--- config.mk ---
export PLATFORM = sky130hd
export DESIGN_NAME = seven_seg_scan_ctrl
export DESIGN_NICKNAME = d
export VERILOG_FILES = /design/src/rtl/seven_seg_scan_ctrl.sv
export SDC_FILE = /design/constraint.sdc
export NUM_CORES = 1
export LEC_CHECK = 0
export ABC_CLOCK_PERIOD_IN_PS = 2300
export BUFFER_PORTS_ARGS = -buffer_cell sky130_fd_sc_hd__buf_2
export CAP_MARGIN = 20
export CORE_MARGIN = 4
export CORE_UTILIZATION = 50
export CTS_CLUSTER_SIZE = 12
export DETAILED_ROUTE_END_ITERATION = 12
export PLACE_DENSITY_LB_ADDON = 0.15
export SLEW_MARGIN = 40
export SYNTH_ARGS = -nofsm -noshare
export SYNTH_HDL_FRONTEND = slang
export SYNTH_SLANG_ARGS = --single-unit
--- constraint.sdc ---
create_clock -name i_clk -period 2.3 [get_ports i_clk]
set_input_delay 0.46 -clock i_clk [delete_from_list [all_inputs] [get_ports i_clk]]
set_output_delay 0.46 -clock i_clk [all_outputs]
set_load 0.01 [all_outputs]
--- src/rtl/seven_seg_scan_ctrl.sv ---
// seven_seg_scan_ctrl: time-multiplexed scan controller for a 4-digit 7-segment display.
// Latency: a write shows up at the next frame start; o_nibble is loaded one BLANK slot ahead of its SHOW slot.
// Backpressure: o_ready = !pending_full; a held i_valid waits until the next frame start frees the pending slot.
// Build option: define LEADING_ZERO_BLANK_EN to suppress leading zero digits (digit 0 is always shown).
module seven_seg_scan_ctrl #(
  parameter int CLKS_PER_DIGIT = 25000,
  parameter int BLANK_CLKS     = 250
) (
  input  logic        i_clk,
  input  logic        i_rst_n,
  input  logic        i_enable,
  input  logic        i_valid,
  input  logic [15:0] i_value,
  output logic        o_ready,
  output logic [3:0]  o_nibble,
  output logic [3:0]  o_digit_sel_n,
  output logic        o_frame
);

  localparam int MAXC = (CLKS_PER_DIGIT > BLANK_CLKS) ? CLKS_PER_DIGIT : BLANK_CLKS;
  localparam int CW   = $clog2(MAXC);
  localparam logic [CW-1:0] BLANK_LOAD = CW'(BLANK_CLKS - 1);
  localparam logic [CW-1:0] SHOW_LOAD  = CW'(CLKS_PER_DIGIT - 1);

  typedef enum logic [1:0] {S_IDLE, S_BLANK, S_SHOW} state_t;

  state_t          state_q;
  logic [CW-1:0]   cnt_q;
  logic [1:0]      idx_q;
  logic [15:0]     pending_q;
  logic            pending_full_q;
  logic [15:0]     displayed_q;
  logic [3:0]      nibble_q;
  logic [3:0]      sel_n_q;
  logic            frame_q;

  logic            frame_start;
  logic            accept;
  logic [15:0]     displayed_d;
  logic [1:0]      idx_d;
  logic [15:0]     nib_sh;
  logic [3:0]      nibble_d;
  logic [3:0]      sel_show;
`ifdef LEADING_ZERO_BLANK_EN
  logic [15:0]     lead_sh;
`endif

  assign o_ready       = !pending_full_q;
  assign o_nibble      = nibble_q;
  assign o_digit_sel_n = sel_n_q;
  assign o_frame       = frame_q;

  // Next-frame bookkeeping: frame start detection, the nibble for the upcoming BLANK and the select for SHOW.
  always_comb begin
    frame_start = i_enable &&
                  ((state_q == S_IDLE) ||
                   ((state_q == S_SHOW) && (cnt_q == '0) && (idx_q == 2'd3)));
    accept      = i_valid && !pending_full_q;
    // The frame-start copy must be visible to digit 0's nibble loaded on the same edge.
    displayed_d = (frame_start && pending_full_q) ? pending_q : displayed_q;
    idx_d       = (state_q == S_IDLE) ? 2'd0 : idx_q + 2'd1;
    nib_sh      = displayed_d >> {idx_d, 2'b00};
    nibble_d    = nib_sh[3:0];
    sel_show    = ~(4'b0001 << idx_q);
`ifdef LEADING_ZERO_BLANK_EN
    // Digits idx..3 all zero means this digit is a leading zero; digit 0 is never suppressed.
    lead_sh     = displayed_q >> {idx_q, 2'b00};
    if ((idx_q != 2'd0) && (lead_sh == 16'h0000)) sel_show = 4'hF;
`endif
  end

  // Scan FSM, write buffer and registered outputs.
  always_ff @(posedge i_clk or negedge i_rst_n) begin
    if (!i_rst_n) begin
      state_q        <= S_IDLE;
      cnt_q          <= '0;
      idx_q          <= 2'd0;
      pending_q      <= 16'h0000;
      pending_full_q <= 1'b0;
      displayed_q    <= 16'h0000;
      nibble_q       <= 4'h0;
      sel_n_q        <= 4'hF;
      frame_q        <= 1'b0;
    end else begin
      frame_q <= 1'b0;

      if (frame_start && pending_full_q) begin
        displayed_q    <= pending_q;
        pending_full_q <= 1'b0;
      end else if (accept) begin
        pending_q      <= i_value;
        pending_full_q <= 1'b1;
      end

      case (state_q)
        S_IDLE: begin
          sel_n_q <= 4'hF;
          if (i_enable) begin
            state_q  <= S_BLANK;
            cnt_q    <= BLANK_LOAD;
            idx_q    <= 2'd0;
            nibble_q <= nibble_d;
            frame_q  <= 1'b1;
          end
        end
        S_BLANK: begin
          if (!i_enable) begin
            state_q <= S_IDLE;
            cnt_q   <= '0;
            idx_q   <= 2'd0;
            sel_n_q <= 4'hF;
          end else if (cnt_q == '0) begin
            state_q <= S_SHOW;
            cnt_q   <= SHOW_LOAD;
            sel_n_q <= sel_show;
          end else begin
            cnt_q <= cnt_q - 1'b1;
          end
        end
        S_SHOW: begin
          if (!i_enable) begin
            state_q <= S_IDLE;
            cnt_q   <= '0;
            idx_q   <= 2'd0;
            sel_n_q <= 4'hF;
          end else if (cnt_q == '0) begin
            state_q  <= S_BLANK;
            cnt_q    <= BLANK_LOAD;
            idx_q    <= idx_d;
            nibble_q <= nibble_d;
            sel_n_q  <= 4'hF;
            frame_q  <= frame_start;
          end else begin
            cnt_q <= cnt_q - 1'b1;
          end
        end
        default: begin
          state_q <= S_IDLE;
          cnt_q   <= '0;
          idx_q   <= 2'd0;
          sel_n_q <= 4'hF;
        end
      endcase
    end
  end

endmodule
# Yosys cells after proc, flatten, opt, wreduce, memory -nomap -nowiden

Cells that the tools add are included.

Add/subtract/negate cells: 2
Equal/unequal tests: 9
Shifts and indexed selects: 2
Multiplexer cells: 34
Bitwise logic cells: 2
Reduce and logical (&&, ||, !) cells: 16

Operator list:

| operator              | count |
|---|---|
| $mux 15               | 5 |
| $pmux 15 s3           | 1 |
| $mux 4                | 7 |
| $mux 2                | 10 |
| $mux 16               | 1 |
| $pmux 4 s2            | 2 |
| $shr 16x4->4          | 1 |
| $logic_not 15->1      | 1 |
| $sub 15x1->15 const B | 1 |
| $pmux 2 s3            | 2 |
| $ne 2x2->1 const B    | 3 |
| $reduce_and 3->1      | 2 |
| $logic_and 1x1->1     | 5 |
| $mux 1                | 5 |
| $eq 2x2->1 const B    | 2 |
| $not 4->4             | 1 |
| $reduce_and 2->1      | 2 |
| $reduce_and 4->1      | 1 |
| $reduce_bool 2->1     | 2 |
| $shl 1x2->4 const A   | 1 |
| $ne 3x2->1 const B    | 1 |
| $ne 3x3->1 const B    | 1 |
| $add 2x1->2 const B   | 1 |
| $eq 2x1->1 const B    | 1 |
| other kinds (6)       | 6 |

Bits in registers: 61
Input port bits: 20
Output and inout bits: 10
Word-level logic and storage cells: 74

# Longest topological paths before layout

Depth after elaboration: 11
Depth in mapped cells: 9
Depth with buffers taken out: 7

# Least setup slack after synthesis

Ideal clock, no wire load.

Path kind: register -> register
Start: register idx_q[0]
End: register nibble_q[0], in the netlist o_nibble[0]
Library setup time: 77 ps
Data arrival time: 2024 ps
Required time: 2223 ps
Path slack: 199 ps
Stages on the path, launching flop included: 9
Buffers on the path: 2
Period minus slack after synthesis: 2101 ps
Cells stage by stage: dfrtp_1 > clkbuf_1 > inv_1 > ha_1 > buf_1 > o22ai_1 > a221oi_1 > mux2i_1 > a21oi_1

Word-level cells in the longest chain between the ends: 10
Elaborated cells on any way between the ends: 13
Classes of those cells: add/sub (1); eq/ne (1); shift (1); mux (6); reduce/logical (4)

Ends and longest elaborated chain:

| element                | line | text |
|---|---|---|
| from (decl)            | 29   | `logic [1:0] idx_q;` |
| from (signal assigned) | 129  | `idx_q <= idx_d;` |
| $eq 2x2->1             | 57   | `((state_q == S_SHOW) && (cnt_q == '0) && (idx_q == 2'd3)));` |
| $logic_and 1x1->1      | 57   |  |
| $logic_or 1x1->1       | 56   | `((state_q == S_IDLE) \|\|` |
| $logic_and 1x1->1      | 55   | `frame_start = i_enable &&` |
| $logic_and 1x1->1      | 60   | `displayed_d = (frame_start && pending_full_q) ? pending_q : displayed_q;` |
| $mux 16                | -    |  |
| $shr 16x4->4 *         | 62   | `nib_sh = displayed_d >> {idx_d, 2'b00};` |
| $mux 4                 | 126  | `end else if (cnt_q == '0) begin` |
| $mux 4                 | 121  | `if (!i_enable) begin` |
| $pmux 4 s2 *           | 95   | `case (state_q)` |
| to (signal assigned)   | 102  | `nibble_q <= nibble_d;` |
| to (signal assigned)   | 130  | `nibble_q <= nibble_d;` |
| to (decl)              | 33   | `logic [3:0] nibble_q;` |

Every way passes the cells marked *; elsewhere a longest branch is shown, timed or not. The select of a mux whose other input is x is not followed.
A chain may end at the register's enable or synchronous reset.

# Worst setup path after layout

Start: register cnt_q[1]
End: register cnt_q[13]

Word-level cells in the longest chain between the ends: 4
Elaborated cells on any way between the ends: 7
Classes of those cells: add/sub (1); mux (5); reduce/logical (1)

Ends and longest elaborated chain:

| element                                                  | line     | text |
|---|---|---|
| from (decl)                                              | 28       | `logic [CW-1:0] cnt_q;` |
| from (signal assigned)                                   | 117      | `cnt_q <= cnt_q - 1'b1;` |
| from (signal assigned)                                   | 134      | `cnt_q <= cnt_q - 1'b1;` |
| $sub 15x1->15 / $logic_not 15->1 (equally long branches) | -        |  |
| $mux 15 (on tied branches)                               | 126, 112 |  |
| $mux 15 (on tied branches)                               | 121, 107 |  |
| $pmux 15 s3 *                                            | 95       |  |

Every way passes the cells marked *; elsewhere a longest branch is shown, timed or not.

==> qor.csv <==
stage;metric;value;unit
synthesis;synth-seq-cells;61;
power;ir_drop;0.000650;V
timing;skew;0.00919;ns
power;p_leak;1.50;nW
synthesis;syn_inst;268;
worst_setup_path;critPathMaxStageDelay;0.47;ns
clocking;cts_num_sinks;61;
placed_design;port_buffers;29;
synthesis;ys.flop_type;dfrtp_1;
timing;fmax;479;MHz
synthesis;synth_edf_count;0;
timing;final_hold_viol_count;0;
clocking;post_cts_buffers;0;
worst_setup_path;endpoint;cnt_q[13];
clocking;hold_buffers;0;
final_layout;fin_util;0.606;
die;io_pins;30;
clocking;cts_tree;yes;
timing;worstMarginPinSlew;0.689;ns
timing;setup_viol;0;
worst_setup_path;worstRegToRegCells;7;
worst_setup_path;worstSetupPathType;flop to flop;
timing;period_needed;2.09;ns
worst_setup_path;setup.worst_path.start;cnt_q[1];
die;floorplan.initialDensity;0.519;
clocking;numCtsBuffers;9;
clocking;clock_tree.buffer_depth;2;
die;rows;28;
grt;overflow;0;
route;vias;2209;
synthesis;synthTopCellsByArea;dfrtp_1, mux2_2, dfstp_2;
timing;setup_tns;0;ns
clocking;clk-insertion-delay-late;0.35;ns
route;via_per_inst;5.66;
worst_setup_path;cp.required;2.56;ns
timing;slew_headroom;0.539;
job;max_cap_violations;0;
die;dieHeight;86.6;um
synthesis;synth_area_leader_cell;dfrtp_1;
worst_setup_path;reg2reg_slack;0.21;ns
timing;rsz0062_at_grt;false;
final_layout;drive_gt1_frac;0.378;
grt;grt_pass1_vias;2360;
die;dieWidth;86.6;um
worst_setup_path;r2r_start;cnt_q[1];
clocking;cts_root_buf;clkbuf_8;
synthesis;syn_area;3090;um^2
clocking;clk_pin_slew_worst_paths;0.08;ns
grt;antenna_found_initial;0;
route;first_pass_iters;4;
clocking;cts-resized-gates;0;
grt;grt_usage;0.199;
route;drtIter0Drc;129;
worst_setup_path;path_cells;inv_1 > ha_1 > nor2b_1 > nand4_2 > nor3b_2 > nand2_1 > o211ai_1;
synthesis;synth_common_cells;dfrtp_1, mux2_2, nand2_1;
worst_setup_path;cp-end-kind;flop;
final_layout;final_nets;335;
synthesis;yosys_warnings;0;
timing;finalCritPeriodShare;0.907;
die;core-area;5960;um^2
synthesis;avgSynthCellArea;11.5;um^2
grt;grt_pass1_wl;11.5;mm
worst_setup_path;cpMaxStageDelayCell;nor3b_2;
final_layout;antenna_cells;0;
route;ant_nets;0;
placed_design;place_hpwl;4.53;mm
final_layout;n_fill_cell;520;
min_path;hp-class;primary input to async pin;
clocking;htree_levels;3;
worst_setup_path;worstReg2RegEnd;cnt_q[13];
synthesis;synth_cell_types;53;
power;powerDensity;863;nW/um^2
worst_setup_path;crit_path_max_fanout;8;
route;routed_wl;6.42;mm
synthesis;yosysTopAreaCellShare;0.462;
grt;grt_max_degree;28;
synthesis;synthMostInstantiatedCell;dfrtp_1;
status;status;finished clean;
synthesis;synth_fp_nets;293;
route;drcViolationCount;0;
synthesis;synthArstFlopShare;1.00;
route;wl_per_cell;16.5;um
die;dieArea;7500;um^2
worst_setup_path;cp.arrival;2.35;ns
timing;drv_slew;0;
final_layout;syn_to_final_growth;16.8;%
placed_design;globalplace.congestion;0.857;
worst_setup_path;cp-start-kind;flop;
synthesis;yosysSeqAreaShare;0.496;
==> where the power goes <==
part	internal, W	switching [W]
clock	0.000503	0.000468
combinational	0.000377	0.000255
sequential	0.00133	0.000184
total	0.00221	0.000908
==> cell usage in the layout (no fill, tap or decap), types with 5 or more instances in the layout <==
cell and instances:
a21oi_1 10, buf_2 29, buf_4 13, clkbuf_8 9, dfrtp_1 57, ha_1 5, inv_1 5, mux2_2 33
mux2i_1 9, nand2_1 26, nand2b_1 7, nor2_1 19, o21ai_0 8, xnor2_1 5
==> cells by family after synthesis <==
family / Yosys count / synth area share
buf+inv: 18 / 0.0243
fa+ha+maj: 5 / 0.0203
flops: 61 / 0.496
compound gates: 53 / 0.122
simple gates: 77 / 0.136
xor+xnor: 8 / 0.0227
mux: 46 / 0.179
==> through the flow <==
step	power [W]	setup WS, ns	hold WS (ns)	std cells	area (um^2)
2_1_floorplan	0.00196	0.199	0.164	268	3090
3_3_place_gp	0.00214	0.229	0.419	374	3410
3_5_place_dp	0.00217	0.228	0.429	374	3410
4_1_cts	0.00314	0.179	0.0598	390	3610
5_1_grt	0.00331	0.00643	0.0787	390	3610
6_report	0.00312	0.213	0.0481	390	3610
==> critical path: cells and delay by family, from the launching register on <==
family / cells / cell delay (ns)
flip-flops: 1 / 0.41
buffers and inverters: 1 / 0.08
AND/OR/NAND/NOR: 4 / 1.15
AO/OA/AOI/OAI: 1 / 0.11
adder cells (fa/ha/maj): 1 / 0.24
==> layout make-up <==
cell class / count / area, um^2 / share of cell area
clock buffers: 9 / 124 / 0.0343
multi-input cells: 189 / 1480 / 0.411
inverters: 5 / 18.8 / 0.00520
flip-flops and latches: 61 / 1530 / 0.424
repair buffers: 44 / 283 / 0.0784
well taps: 75 / 93.8 / 0.0260
clock inverters: 7 / 75.1 / 0.0208
==> how the worst min path moves through the flow <==
stage,startpoint,end,slack [ns],cells past startpoint
final,i_rst_n,cnt_q[6],0.05,1
after global routing,i_rst_n,cnt_q[6],0.08,1
after CTS,i_rst_n,cnt_q[6],0.06,1
after detailed placement,i_rst_n,cnt_q[10],0.43,1
after global placement,i_rst_n,cnt_q[10],0.42,1
after floorplan,i_rst_n,cnt_q[0],0.16,0
==> registers in the layout, indices dropped and copies added, names as in the netlist <==
register,count
pending_q,16
state_q,2
idx_q,2
cnt_q,15
o_nibble,4
displayed_q,16
pending_full_q,1
o_digit_sel_n,4
o_frame,1
==> per-layer routing <==
layer  global-route usage  share of wire  vias to the layer above
li1                     -              -                     1063
met1                0.274           0.48                     1095
met2                0.304           0.47                       43
met3               0.0532          0.039                        8
met4               0.0680          0.012                        0
met5                    0              0                        -
No activity file was read; power rests on OpenSTA's default activity.
